### config.mk
export PLATFORM = sky130hd
export DESIGN_NAME = bcd_step_counter
export DESIGN_NICKNAME = d
export VERILOG_FILES = /design/src/rtl/bcd_step_counter.sv
export SDC_FILE = /design/constraint.sdc
export NUM_CORES = 1
export LEC_CHECK = 0
export CAP_MARGIN = 30
export CORE_AREA = 3 3 40 42
export CTS_CLUSTER_DIAMETER = 150
export DETAILED_ROUTE_END_ITERATION = 6
export DIE_AREA = 0 0 43 45
export GPL_TIMING_DRIVEN = 0
export MAX_ROUTING_LAYER = met4
export PLACE_DENSITY_LB_ADDON = 0.25
export SLEW_MARGIN = 20
export SYNTH_ARGS = -nofsm -noshare
export SYNTH_HDL_FRONTEND = slang
export SYNTH_SLANG_ARGS = --single-unit
### constraint.sdc
create_clock -name clk -period 2.97 [get_ports clk]
set_clock_uncertainty 0.05 [all_clocks]
set_input_delay 0.4455 -clock clk [delete_from_list [all_inputs] [get_ports clk]]
set_output_delay 0.4455 -clock clk [all_outputs]
set_load 0.1 [all_outputs]
### src/rtl/bcd_step_counter.sv
// rtl/bcd_step_counter.sv - single-digit BCD up/down counter with prescaler, load and carry/borrow pulse
//
// Ports:
//   clk    - system clock, all state changes on the rising edge
//   rst_n  - synchronous active-low reset
//   run    - 1 = count enabled, 0 = hold count and freeze prescaler
//   up     - count direction, 1 = up, 0 = down (sampled on each step)
//   load   - synchronous parallel load strobe
//   ldata  - load value, 0-9 accepted, 10-15 leave the digit unchanged
//   wdata  - current BCD digit (always 0-9)
//   co     - one-cycle carry (9->0 up) or borrow (0->9 down) pulse
//   tick   - one-cycle pulse on every step
//
// Configuration macro: BCD_STEP_PRESCALE_EN
//   defined     - prescaler of DIV clocks sets the step rate
//   not defined - prescaler removed, the counter steps on every clock with run = 1
module bcd_step_counter #(
    parameter int unsigned DIV = 50000000
) (
    input  logic       clk,
    input  logic       rst_n,
    input  logic       run,
    input  logic       up,
    input  logic       load,
    input  logic [3:0] ldata,
    output logic [3:0] wdata,
    output logic       co,
    output logic       tick
);

    logic step;

`ifdef BCD_STEP_PRESCALE_EN
    localparam int unsigned PW = $clog2(DIV);
    localparam logic [PW-1:0] PTOP = PW'(DIV - 1);

    logic [PW-1:0] pcnt;

    assign step = run && (pcnt == PTOP);

    // Load and step both restart the period; a paused prescaler keeps its
    // position so the pause does not stretch or shorten the current period.
    always_ff @(posedge clk) begin
        if (!rst_n) begin
            pcnt <= '0;
        end else if (load || step) begin
            pcnt <= '0;
        end else if (run) begin
            pcnt <= pcnt + 1'b1;
        end
    end
`else
    logic [31:0] unused_div;

    assign unused_div = DIV;
    assign step       = run;
`endif

    always_ff @(posedge clk) begin
        if (!rst_n) begin
            wdata <= 4'd0;
            co    <= 1'b0;
            tick  <= 1'b0;
        end else if (load) begin
            // Out-of-range codes are dropped so wdata never leaves 0-9.
            if (ldata <= 4'd9) begin
                wdata <= ldata;
            end
            co   <= 1'b0;
            tick <= 1'b0;
        end else if (step) begin
            tick <= 1'b1;
            if (up) begin
                if (wdata >= 4'd9) begin
                    wdata <= 4'd0;
                    co    <= 1'b1;
                end else begin
                    wdata <= wdata + 4'd1;
                    co    <= 1'b0;
                end
            end else begin
                if (wdata == 4'd0) begin
                    wdata <= 4'd9;
                    co    <= 1'b1;
                end else begin
                    wdata <= wdata - 4'd1;
                    co    <= 1'b0;
                end
            end
        end else begin
            co   <= 1'b0;
            tick <= 1'b0;
        end
    end

endmodule

==> run_results.csv, run 1 <==
group,metric,value,unit
clocking,cts.hold.buffers_added,0,
critical_path,rr_endpoint,"wdata[2]",
pwr,leakage,0.2484,nW
layout,nFillCells,127,
timing,period_minus_slack,2.442,ns
clocking,clk_latency,0.25,ns
timing,slew_headroom,35.75,%
clocking,postCtsSetupRepairBufs,0,
layout,diodes,0,
outcome,status,"completed",
synth,synth_top_cell_area_share,24.87,%
pwr,p_per_area,448.2,nW/um^2
timing,finalSetupViolCount,0,
critical_path,arrival,1.95,ns
drt,vias,466,
clocking,root_buffer,"clkbuf_4",
timing,worstMarginPinSlew,0.9607,ns
synth,synth_area_per_cell,8.473,sq um
critical_path,slowest_stage,"clkdlybuf4s50_1",
grt,antenna_found_initial,0,
pwr,total_power,0.0002933,W
clocking,path_clk_slew,0.05,ns
synth,yosys_register_bits,6,
critical_path,critical_path_required,2.47,ns
floorplanning,die-area,1935,sq um
min_path,hold_depth,2,
critical_path,reg2reg_slack,0.93,ns
layout,drive_gt1_share,10.96,%
critical_path,cp_slowest_stage_delay,1.20,ns
clocking,clock_sinks,6,
clocking,numCtsBuffers,3,
synth,synthTopCellsByArea,"dfxtp_1 25%, ha_1 10%, a21oi_1 5.2%",
timing,fin_crit_sh,82.21,%
critical_path,worstPathMaxFanout,9,
grt,grt_usage,13.13,%
critical_path,start_kind,"flop",
floorplanning,io_pins,15,
clocking,cts-resized-gates,0,
drt,vias_per_cell,5.295,
layout,nets,88,
critical_path,timing.rr.start,"wdata[0]",
synth,synthCells,57,
pwr,ir_drop,0.2205,mV
critical_path,path_class,"reg2out",
timing,rsz0062_at_grt,"false",
critical_path,cp-end-kind,"output port",
synth,synth_seq_area_share,24.87,%
drt,firstDrtPassIters,4,
grt,overflow,0,
drt,wl_per_cell,12.24,um
synth,syn_nets,70,
floorplanning,core.rowCount,13,
placement,hpwl,846.6,um
min_path,whs_endpoint,"wdata[1]",
floorplanning,start_util,37.59,%
timing,hold_viol,0,
timing,clock.fmax,409.5,MHz
grt,grt_start_max_net_pins,11,
layout,syn2layout_area_growth,35.49,%
clocking,clk_path_buf_depth,2,
timing,holdWs,0.4943,ns
critical_path,crit_start,"wdata[0]",
synth,synth_area,483.0,sq um
min_path,min_from,"wdata[1]",
drt,drtAntennaViolNets,0,
critical_path,reg2regPathDepth,6,
floorplanning,dieHeight,45,um
drt,wirelength,1077,um
drt,drtIter0Drc,6,
grt,grt_pass1_vias,435,
critical_path,critPathBufInv,1,
min_path,hp-class,"reg2reg",
critical_path,crit_family,"buffers and inverters",
critical_path,path_cells,"clkdlybuf4s50_1",
timing,tns,0,ns
drt,drc,0,
placement,gp_congestion,0.7186,
floorplanning,core,1285,sq um
clocking,cts_max_level,1,
placement,io_buffers,13,
timing,drv_slew,0,
clocking,cts_tree,"yes",
synth,ys_types,31,
synth,synth_top_area_cell,"dfxtp_1",
floorplanning,die_w,43,um
synth,ys_warn_count,0,
grt,grt_pass1_wl,1828,um
flow_run,drv_cap,0,
## per-layer routing
metal  wire [um]  GRT usage, %  vias to the layer above
li1            -             -                      248
met1         504         15.22                      202
met2         497         20.36                       16
met3          76         6.375                        0
met4           0         3.614                        0
met5           0             -                        -
## cell type report
type	count	area, sq um	area share (%)
inverters	5	18.77	2.868
clock buffers	3	22.52	3.442
flip-flops and latches	6	120.1	18.36
plain buffers	2	8.758	1.338
multi-input cells	44	335.3	51.24
repair buffers	13	130.1	19.89
well taps	15	18.77	2.868
## power breakdown
group	leakage [nW]	switching, W	internal, W
registers	0.0493	0.00000831	0.0000864
clock network	0.0138	0.0000309	0.0000458
logic	0.185	0.0000764	0.0000454
## cells in the final DEF, fill, tap and decap left out, drive strengths merged, types with 2 or more instances in the layout
cell type      count
clkdlybuf4s50     13
inv                5
dfxtp              6
clkbuf             4
a21oi              5
nor3b              2
o31ai              2
nor2b              3
nor4b              2
nand2              4
ha                 4
a211oi             2
nor2               2
## through the flow
step	cells	setup WS, ns	area, sq um	util (%)
finish	88	0.5282	654.4	50.93
global route	88	0.4503	654.4	50.93
CTS	88	0.5182	654.4	50.93
detailed placement	85	0.7894	631.9	49.17
global placement	85	0.7872	631.9	49.17
floorplan	57	0.3226	483.0	-
## worst max path at each step
stage / endpoint / slack (ns) / depth (start not counted)
after global routing: wdata[0] / 0.45 / 1
after global placement: wdata[0] / 0.79 / 1
after detailed placement: wdata[0] / 0.79 / 1
after floorplan: wdata[2] / 0.32 / 6
after CTS: wdata[0] / 0.52 / 1
final: wdata[0] / 0.53 / 1
## registers in the layout, summed over array words and instances (netlist names)
register  flops
co            1
wdata         4
tick          1
## cell usage after synthesis, drive strengths merged
| cell type | n |
|---|---|
| o21ba | 1 |
| o21bai | 1 |
| a21oi | 5 |
| o211ai | 1 |
| a221oi | 1 |
| o31a | 1 |
| inv | 5 |
| nor2b | 3 |
| a2111oi | 1 |
| nand3 | 1 |
| nor3b | 2 |
| clkbuf | 1 |
| nor4b | 2 |
| o31ai | 2 |
| a21boi | 1 |
| or4b | 1 |
| or2 | 1 |
| o21ai | 1 |
| buf | 1 |
| nand2 | 4 |
| o32ai | 1 |
| or3b | 1 |
| dfxtp | 6 |
| and3 | 1 |
| a211oi | 2 |
| and3b | 1 |
| nor2 | 2 |
| a311oi | 1 |
| xnor2 | 1 |
| a31oi | 1 |
| ha | 4 |
## logic make-up (layout without fill, tap and decap cells)
family,after synthesis,in the layout,share of synthesized area [%]
AO/OA/AOI/OAI,20,20,32.12
AND/OR/NAND/NOR,19,19,25.13
buffers and inverters,7,23,5.698
flip-flops,6,6,24.87
adder cells (fa/ha/maj),4,4,10.36
XOR/XNOR,1,1,1.814
Power figures use the tool's default switching activity.
==> run 2, diff against run 1 <==
clock period = 2.2 ns   (was 2.97 ns; I/O delays follow)
==> run 2 against run 1 <==
Net effect:
- worst hold slack got worse by 0.036 ns
- global-route usage increased by 0.42 points
- sequential share of layout area increased by 0.31 points
- combinational power increased by 32%
- sequential power increased by 36%
- via count increased by 1.9%
- setup slack got worse by 0.39 ns
- clock power increased by 28%
- die area unchanged
- critical endpoint is now wdata[3]
- largest cell class unchanged
==> run_results.csv, run 2 (synthesized netlist as in run 1, its figures left out) <==
group,metric,value,unit
flow_run,drv_cap,0,
drt,drtAntennaViolNets,0,
drt,vias,475,
layout,final_cells,88,
drt,wl_per_cell,11.90,um
min_path,hp-class,"reg2reg",
pwr,p_per_area,590.5,nW/um^2
layout,fin_util,51.12,%
layout,final_common_cell,"clkdlybuf4s50_1",
critical_path,cp_slowest_stage_delay,1.13,ns
critical_path,rr_endpoint,"wdata[2]",
pwr,leakage,0.2723,nW
layout,reg.largest.list,"wdata (4), co (1), tick (1)",
timing,worstMarginPinSlew,0.9631,ns
grt,grt_pass1_vias,462,
layout,syn2layout_area_growth,36.01,%
placement,hpwl,847.2,um
drt,drc,0,
timing,hold_viol,0,
clocking,path_clk_slew,0.04,ns
critical_path,crit_family,"buffers and inverters",
timing,rsz0062_at_grt,"false",
timing,slew_headroom,35.59,%
pwr,total_power,0.0003879,W
floorplanning,start_util,37.59,%
floorplanning,die_w,43,um
clocking,numCtsBuffers,3,
critical_path,path_cells,"clkdlybuf4s50_1",
clocking,cts_max_level,1,
critical_path,worstPathMaxFanout,2,
critical_path,critPathBufInv,1,
outcome,status,"completed",
critical_path,worst-path-stages,1,
grt,overflow,0,
drt,vias_per_cell,5.398,
floorplanning,dieHeight,45,um
critical_path,crit_start,"wdata[3]",
pwr,ir_drop,0.3603,mV
timing,period_minus_slack,2.067,ns
grt,grt_pass1_wl,1863,um
critical_path,path_class,"reg2out",
critical_path,critPathCapture,"wdata[3]",
critical_path,arrival,1.69,ns
critical_path,critical_path_required,1.82,ns
layout,drive_gt1_share,13.70,%
placement,placed_cells,85,
critical_path,reg2reg_slack,0.26,ns
placement,io_buffers,13,
critical_path,start_kind,"flop",
drt,wirelength,1047,um
clocking,clk_path_buf_depth,2,
timing,clock.fmax,483.9,MHz
clocking,cts_tree,"yes",
clocking,clock_sinks,6,
timing,finalSetupViolCount,0,
drt,firstDrtPassIters,4,
critical_path,timing.rr.start,"wdata[0]",
layout,diodes,0,
layout,most-common-layout-cells,"10 x clkdlybuf4s50_1, 5 x inv_1, 5 x a21oi_1",
placement,gp_congestion,0.7360,
timing,drv_slew,0,
clocking,root_buffer,"clkbuf_4",
layout,largest-register,"wdata",
floorplanning,core,1285,sq um
grt,grt_start_max_net_pins,11,
layout,nFillCells,135,
clocking,clk_latency,0.24,ns
floorplanning,core.rowCount,13,
grt,antenna_found_initial,0,
timing,fin_crit_sh,93.94,%
grt,grt_usage,13.55,%
floorplanning,die-area,1935,sq um
layout,nets,88,
critical_path,cp-end-kind,"output port",
floorplanning,io_pins,15,
drt,drtIter0Drc,7,
critical_path,reg2regPathDepth,6,
layout,largest_reg_flops,4,
critical_path,slowest_stage,"clkdlybuf4s50_1",
run 2: cell types whose count changed in the layout (fill, tap and decap cells not counted), sizes merged:
cell,change
clkdlybuf4s50,-3
dlygate4sd2,+2
dlymetal6s2s,+1
run 2: layout make-up:
class                           count  area [sq um]  share of cell area [%]
Inverter                            5         18.77                   2.857
Sequential cell                     6         122.6                   18.67
Timing Repair Buffer               13         130.1                   19.81
Multi-Input combinational cell     44         335.3                   51.05
Clock buffer                        3         22.52                   3.429
Tap cell                           15         18.77                   2.857
Buffer                              2         8.758                   1.333
run 2: routing by layer:
metal  part of all wire (%)  track usage (%)  vias to the layer above  wire, um
met5                      0                -                        -         0
li1                       -                -                      248         -
met4                      0            3.614                        0         0
met1                     48            14.70                      214       506
met3                    6.6            7.171                        0        69
met2                     45            21.86                       13       471
run 2: stage by stage:
| stage | hold slack, ns | cell area (sq um) | setup TNS (ns) | setup slack, ns |
|---|---|---|---|---|
| 2_1_floorplan | 0.4436 | 485.5 | -0.05484 | -0.05484 |
| 3_3_place_gp | 0.4633 | 634.4 | 0 | 0.1784 |
| 3_5_place_dp | 0.4553 | 634.4 | 0 | 0.1809 |
| 4_1_cts | 0.4621 | 654.4 | 0 | 0.03612 |
| 5_1_grt | 0.4857 | 656.9 | 0 | 0.08819 |
| 6_report | 0.4582 | 656.9 | 0 | 0.1334 |
run 2: repair_timing:
action	4_1_cts	5_1_grt
hold buffers	0	0
setup buffers	0	0
pin swaps	0	0
gates resized for setup	2	1
setup endpoints to repair	2	1
run 2: power by group:
group,switching (W),internal [W]
Combinational,0.000102,0.0000587
Sequential,0.0000114,0.000118
Clock,0.0000367,0.0000615
run 2: worst min path at each step:
stage               startpoint        to  slack, ns  cells past startpoint
CTS                   wdata[1]  wdata[1]       0.46                      2
global placement      wdata[1]  wdata[1]       0.46                      2
finish                wdata[1]  wdata[1]       0.46                      2
global route          wdata[1]  wdata[1]       0.49                      2
floorplan                rst_n  wdata[0]       0.44                      2
detailed placement    wdata[1]  wdata[1]       0.46                      2
==> run 3, diff against run 2 <==
CTS_CLUSTER_SIZE = 25   (was default)
==> results of run 3 <==
Same layout as run 2: the final DEF is identical, and so are final timing and power.
